## config.mk

```make
export PLATFORM = sky130hd
export DESIGN_NAME = par_divider_seq
export DESIGN_NICKNAME = d
export VERILOG_FILES = /design/src/rtl/par_divider_pkg.sv /design/src/rtl/par_divider_seq_div_step.sv /design/src/rtl/par_divider_seq.sv
export SDC_FILE = /design/constraint.sdc
export NUM_CORES = 1
export LEC_CHECK = 0
export CAP_MARGIN = 20
export CORE_ASPECT_RATIO = 1.4
export CORE_MARGIN = 2
export CORE_UTILIZATION = 60
export CTS_BUF_LIST = sky130_fd_sc_hd__clkbuf_8
export CTS_CLUSTER_DIAMETER = 40
export DETAILED_ROUTE_END_ITERATION = 8
export DONT_BUFFER_PORTS = 1
export PLACE_DENSITY = 0.72
export SYNTH_ARGS = -nofsm -noshare
export SYNTH_HDL_FRONTEND = slang
export SYNTH_SLANG_ARGS = --single-unit
```

## constraint.sdc

```tcl
create_clock -name clk -period 2.35 [get_ports clk]
set_input_delay 0.1175 -clock clk [delete_from_list [all_inputs] [get_ports clk]]
set_output_delay 0.1175 -clock clk [all_outputs]
set_load 0.02 [all_outputs]
```

## src/rtl/par_divider_pkg.sv

```systemverilog
// Shared types and defaults for the sequential restoring divider.
package par_divider_pkg;

    localparam int unsigned DefaultWidth = 8;

    typedef enum logic [1:0] {
        StIdle,
        StRun,
        StDone
    } state_e;

endpackage

```

## src/rtl/par_divider_seq_div_step.sv

```systemverilog
// One restoring-division step: trial subtract of the divisor from the shifted partial
// remainder, with restore on borrow.
module div_step #(
    parameter int unsigned WIDTH = 8
) (
    input  logic [WIDTH:0]   partial,
    input  logic [WIDTH-1:0] divisor,
    output logic [WIDTH-1:0] rem_next,
    output logic             q_bit
);

    logic             borrow;
    logic [WIDTH-1:0] diff;

    assign borrow = partial < {1'b0, divisor};
    // On no borrow the true difference is below the divisor, so the low WIDTH bits are exact.
    assign diff     = partial[WIDTH-1:0] - divisor;
    assign rem_next = borrow ? partial[WIDTH-1:0] : diff;
    assign q_bit    = ~borrow;

endmodule

```

## src/rtl/par_divider_seq.sv

```systemverilog
// Sequential unsigned restoring divider, one quotient bit per cycle.
// Define PAR_DIVIDER_ZERO_FAST_EN to complete divide-by-zero in a single cycle.
module par_divider_seq
    import par_divider_pkg::*;
#(
    parameter int unsigned WIDTH = DefaultWidth
) (
    input  logic             clk,
    input  logic             rst_n,
    input  logic             start,
    input  logic [WIDTH-1:0] dividend,
    input  logic [WIDTH-1:0] divisor,
    output logic             busy,
    output logic             done,
    output logic [WIDTH-1:0] quotient,
    output logic [WIDTH-1:0] remainder,
    output logic             dz
);

    localparam int unsigned CntW = (WIDTH > 2) ? $clog2(WIDTH) : 1;

    state_e           state_q;
    logic [WIDTH-1:0] dvd_q;
    logic [WIDTH-1:0] dvs_q;
    logic [WIDTH-1:0] rem_q;
    logic [WIDTH-1:0] quo_q;
    logic [CntW-1:0]  cnt_q;

    logic [WIDTH:0]   partial;
    logic [WIDTH-1:0] rem_next;
    logic [WIDTH-1:0] quo_next;
    logic             q_bit;

    assign partial  = {rem_q, dvd_q[WIDTH-1]};
    assign quo_next = {quo_q[WIDTH-2:0], q_bit};

    div_step #(
        .WIDTH(WIDTH)
    ) u_div_step (
        .partial (partial),
        .divisor (dvs_q),
        .rem_next(rem_next),
        .q_bit   (q_bit)
    );

    always_ff @(posedge clk) begin
        if (!rst_n) begin
            state_q   <= StIdle;
            busy      <= 1'b0;
            done      <= 1'b0;
            quotient  <= '0;
            remainder <= '0;
            dz        <= 1'b0;
            cnt_q     <= '0;
            dvd_q     <= '0;
            dvs_q     <= '0;
            rem_q     <= '0;
            quo_q     <= '0;
        end else begin
            unique case (state_q)
                StIdle, StDone: begin
                    done    <= 1'b0;
                    state_q <= StIdle;
                    if (start) begin
                        dvd_q <= dividend;
                        dvs_q <= divisor;
                        rem_q <= '0;
                        quo_q <= '0;
                        cnt_q <= CntW'(WIDTH - 1);
`ifdef PAR_DIVIDER_ZERO_FAST_EN
                        if (divisor == '0) begin
                            state_q   <= StDone;
                            done      <= 1'b1;
                            quotient  <= '1;
                            remainder <= dividend;
                            dz        <= 1'b1;
                        end else begin
                            state_q <= StRun;
                            busy    <= 1'b1;
                        end
`else
                        state_q <= StRun;
                        busy    <= 1'b1;
`endif
                    end
                end
                StRun: begin
                    rem_q <= rem_next;
                    quo_q <= quo_next;
                    dvd_q <= {dvd_q[WIDTH-2:0], 1'b0};
                    cnt_q <= cnt_q - CntW'(1);
                    if (cnt_q == '0) begin
                        state_q   <= StDone;
                        busy      <= 1'b0;
                        done      <= 1'b1;
                        quotient  <= quo_next;
                        remainder <= rem_next;
                        dz        <= (dvs_q == '0);
                    end
                end
                default: state_q <= StIdle;
            endcase
        end
    end

endmodule

```

After elaboration in Yosys (flattened, before gate mapping). Index checks and enable logic that the tools add are counted.

Logic and storage cells: 45. Register bits: 55.

Bitwise gates (word level): 1. Mux-type cells: 16. Reductions and logical operators: 10. Equality and inequality tests: 4. Add/sub/neg operators: 2. Order comparisons: 1.

Operator list (count): $pmux 8 s2 (2); $mux 8 (3); $pmux 7 s2 (1); $lt 9x8->1 (1); $logic_not 8->1 (1); $reduce_and 2->1 (4); $sub 8x8->8 (1); $pmux 3 s2 (1); $mux 1 (4); $ne 2x2->1 const B (2); $pmux 1 s2 (2); $pmux 2 s2 (1); $logic_not 3->1 (1); $mux 3 (1); $reduce_and 3->1 (1); $sub 3x1->3 const B (1); $eq 2x1->1 const B (1); $eq 2x2->1 const B (1); $logic_not 2->1 (1); $mux 2 (1); $reduce_bool 2->1 (1); $reduce_or 2->1 (1); $not 1->1 (1).

Depth between registers and ports, before layout.
Word-level depth: 4. Depth in mapped cells: 9. Depth with buffers taken out: 9.

By module. From an unflattened synthesis, not the netlist that was laid out.

Cells, all modules: 309. Area, all modules: 2762.6 um^2.

By module, submodules not included: par_divider_seq (times used 1, cells an instance 249, area an instance 2265.9 um^2, sequential area each 1101.1 um^2); div_step (times used 1, cells an instance 60, area an instance 496.7 um^2, sequential area each 0.0 um^2).

Worst setup path after synthesis. Ideal clock, no wire load.

Path kind: reg-to-reg. Start point: register dvs_q[1]. End point: register rem_q[5]. Stages on the path, launching flop included: 9. Slack: 414 ps. Data required time: 2225 ps. Data arrival time: 1811 ps. Library setup time: 125 ps. Cell sequence: dfxtp_1 > inv_1 > ha_1 > or2b_1 > a2111oi_4 > nor2_4 > buf_8 > a32oi_1 > o31ai_1.

Word-level cells in the longest chain between the ends: 3.

RTL lines: start: declaration (line par_divider_seq.sv:24) `logic [WIDTH-1:0] dvs_q;`; start signal: assignment (line par_divider_seq.sv:66) `dvs_q <= divisor;`; $sub 8x8->8 / $lt 9x8->1 (equally long branches) (line par_divider_seq_div_step.sv:17, par_divider_seq_div_step.sv:15); $mux 8 (*) (line par_divider_seq_div_step.sv:18) `assign rem_next = borrow ? partial[WIDTH-1:0] : diff;`; $pmux 8 s2 (*) (line par_divider_seq.sv:60) `unique case (state_q)`; end signal: assignment (line par_divider_seq.sv:88) `rem_q <= rem_next;`; end: declaration (line par_divider_seq.sv:25) `logic [WIDTH-1:0] rem_q;`.

Every way passes the cells marked *; elsewhere a longest branch is shown, timed or not. A chain may end at the register's enable or synchronous reset.

Final worst setup path.
Start point: register dvs_q[0]. End point: register rem_q[6].

The elaborated chain is that of the path after synthesis.

==> impl_results.md <==
* Final setup violation count at 0
* Avg Inst Size Synth at 8.55 um^2
* Grt total ovfl at 0
* Area share of the largest cell type after synthesis at 42.9%
* CTS root buf: clkbuf_8
* Post-synthesis register bit count at 55
* N_diodes at 0
* Clk sinks at 55
* TritonCTS Buffers at 5
* Drt first-iter violations at 68
* Logic pwr share at 27.6%
* Hold Slack at -3.98 ps
* WS Path Type: flop to flop
* Post-Syn Area at 2570 um^2
* Synth area leaders: dfxtp_1 (43%), nand2_1 (7.5%), a21oi_1 (6.4%)
* Die area at 4820 um^2
* CORE AREA at 4170 um^2
* YS warnings at 0
* Number of global-route vias before repair at 1943
* Largest area contributor in the netlist: dfxtp_1
* Vias/cell at 5.97
* RSZ-0062 raised after global routing: false
* Violated checks: negative hold slack
* GP Congestion at 0.836
* Residual DRC count at 0
* Pleak at 0.00109 uW
* Worst path arrival time at 2300 ps
* Fin worst setup slack at 242 ps
* Fmax at 474 MHz
* H-tree depth at 2
* Max_slew headroom at 27.9%
* Post-CTS Resized at 0
* Flop pwr share at 48.4%
* Share of cells above drive strength 1 at 7.79%
* Startpoint Class: flop
* Gr usage total at 24.1%
* Filler Cell Count at 367
* Largest net degree at the start of global routing at 43
* Syn_nets at 330
* Clk buf depth at 2
* Height of the chip at 81.4 um
* Seq/Total Area, Yosys at 42.9%
* First-pass DRT Iterations at 5
* Initial antenna violation count at 0
* Synthesized instance count at 300
* Global-route wire length before repair at 8830 um
* Top Ports at 38
* Fin. Hold Viols at 1
* CP Max Fanout at 3
* DR vias at 2108
* FP Rows at 28
* Post-layout min period at 2110 ps
* Clock Pin Slew Worst Setup and Hold Paths at 90 ps
* Max IR drop VDD at 0.507 mV
* Critical Path End Type: flop
* DRT antenna net count at 0
* Clock power frac at 23.9%
* Max Slew Vio Count at 0
* Clock Latency Late Sink at 300 ps
* Sw frac at 31.8%
* Total wire length at 5480 um
* # port buffers at 0
* Int Pwr at 1470 uW
* Worst Max-Slew Pin Slew at 1080 ps
* Initial Util at 61.6%
* WL/cell at 15.5 um
* Pre-CTS WS at 99.8 ps
* Area Overhead vs Synth at 8.19%
* Post-synth EDFFs at 0
* Final nets at 338
* Top_reg_cell synth: dfxtp_1
* Die Width at 59.3 um
* Period utilization at 89.7%
* P_sw at 687 uW
* Detailed Place HPWL at 3730 um
* Status: finished, violations left
* Setup TNS at 0 ps
* Power Dens Cells at 778 nW/um^2
* WP data required at 2540 ps
* Post-synth ARST share at 0%
* TritonCTS clock tree: done
* Worst min-delay path class: input port to flop
* Layout Skew at 3.72 ps
* Post-synth cell types at 47
* Max-Cap Viols at 0
## layout by cell type (no fill, tap or decap), drive strengths merged, types with 4 or more instances in the layout
| master | Yosys | layout |
|---|---|---|
| ha | 10 | 10 |
| a21o | 4 | 4 |
| nand2 | 51 | 51 |
| mux2i | 6 | 6 |
| dfxtp | 55 | 55 |
| xor2 | 5 | 5 |
| a21oi | 34 | 34 |
| o21ai | 13 | 13 |
| nor2 | 25 | 25 |
| nand3 | 8 | 8 |
| nand4 | 4 | 4 |
| a211oi | 5 | 5 |
| a22oi | 14 | 14 |
| dlygate4sd3 | 0 | 10 |
| buf | 8 | 9 |
| clkbuf | 10 | 6 |
| inv | 15 | 15 |
## layer usage
layer / global-route usage, % / part of all wire [%]
met5: 0 / 0
met4: 9.55 / 2.0
met3: 5.10 / 3.3
met2: 42.0 / 52
met1: 28.1 / 43
## cell type report
type                            count  area, um^2  share of cell area (%)
Timing Repair Buffer               19         168                    6.04
Tap cell                           45        56.3                    2.03
Multi-Input combinational cell    211        1300                    47.0
Inverter                           16        60.1                    2.16
Clock inverter                      1        5.00                   0.180
Sequential cell                    55        1100                    39.7
Clock buffer                        6        82.6                    2.97
## stage by stage
| step | instance area [um^2] | power, uW | instances | hold slack, ps | util (%) |
|---|---|---|---|---|---|
| 2_1_floorplan | 2570 | 1530 | 300 | 253 | - |
| 3_3_place_gp | 2560 | 1580 | 332 | 243 | 61.4 |
| 3_5_place_dp | 2560 | 1590 | 332 | 247 | 61.4 |
| 4_1_cts | 2750 | 2120 | 349 | 2.12 | 65.9 |
| 5_1_grt | 2780 | 2260 | 353 | 6.17 | 66.6 |
| 6_report | 2780 | 2160 | 353 | -3.98 | 66.6 |
## power by group through the flow
| stage | registers [uW] | clock network, uW | logic, uW |
|---|---|---|---|
| after floorplan | 1050 | 0 | 472 |
| after detailed placement | 1070 | 0 | 526 |
| after CTS | 1050 | 528 | 545 |
| after global placement | 1070 | 0 | 516 |
| final | 1050 | 517 | 597 |
| after global routing | 1050 | 549 | 659 |
## critical path, stage by stage, from the launching register on
cell and delay [ps]:
dfxtp_1 410, ha_1 190, inv_1 50, fa_1 400, a211oi_1 340, or4b_1 180
o2111ai_1 110, mux2i_1 200, o21ai_0 110
## path summary, 6_finish.rpt
path,slack [ps],start,depth (start not counted),endpoint
min reg2reg,460,dvd_q[6]$_SDFFE_PN0P_,2,dvd_q[6]$_SDFFE_PN0P_
max reg2reg,240,dvs_q[0]$_SDFFE_PN0P_,8,rem_q[6]$_SDFFE_PN0P_
min,-4,rst_n,2,remainder[5]$_SDFFE_PN0P_
max,240,dvs_q[0]$_SDFFE_PN0P_,8,rem_q[6]$_SDFFE_PN0P_
## synth_stat cells, types with 2 or more instances
cell	count
a211oi_1	4
a21o_1	4
a21oi_1	33
a22oi_1	14
and2_1	2
buf_1	2
buf_2	4
clkbuf_1	9
dfxtp_1	55
ha_1	10
inv_1	15
mux2i_1	6
nand2_1	51
nand2b_1	2
nand3_1	8
nand4_1	3
nor2_1	24
nor2b_1	3
nor3_2	2
nor3b_1	2
nor4_1	2
o211ai_1	3
o21ai_0	13
o31ai_1	2
xor2_1	5
## registers in the layout, indices dropped and copies added (netlist names)
signal,count
dvs_q,8
quotient,8
dvd_q,8
remainder,8
quo_q,7
busy,1
done,1
state_q,2
rem_q,8
dz,1
cnt_q,3
## cell families (layout without fill, tap and decap cells)
logic type | count (synthesis) | after routing | share of synthesized area (%)
AOI/OAI and AO/OA | 85 | 85 | 22.4
xor gates and xnor gates | 5 | 5 | 1.71
adders and majority gates | 11 | 11 | 5.66
buffers and inverters | 34 | 42 | 6.29
DFF | 55 | 55 | 42.9
muxes | 6 | 6 | 2.34
and+or+nand+nor | 104 | 104 | 18.7
## what timing repair did
action	CTS	global route
endpoints found under the setup margin	0	3
hold endpoints to repair	14	0
hold buffers	10	0
setup buffers	0	4
Note: power is estimated with default switching activity, not from simulation.
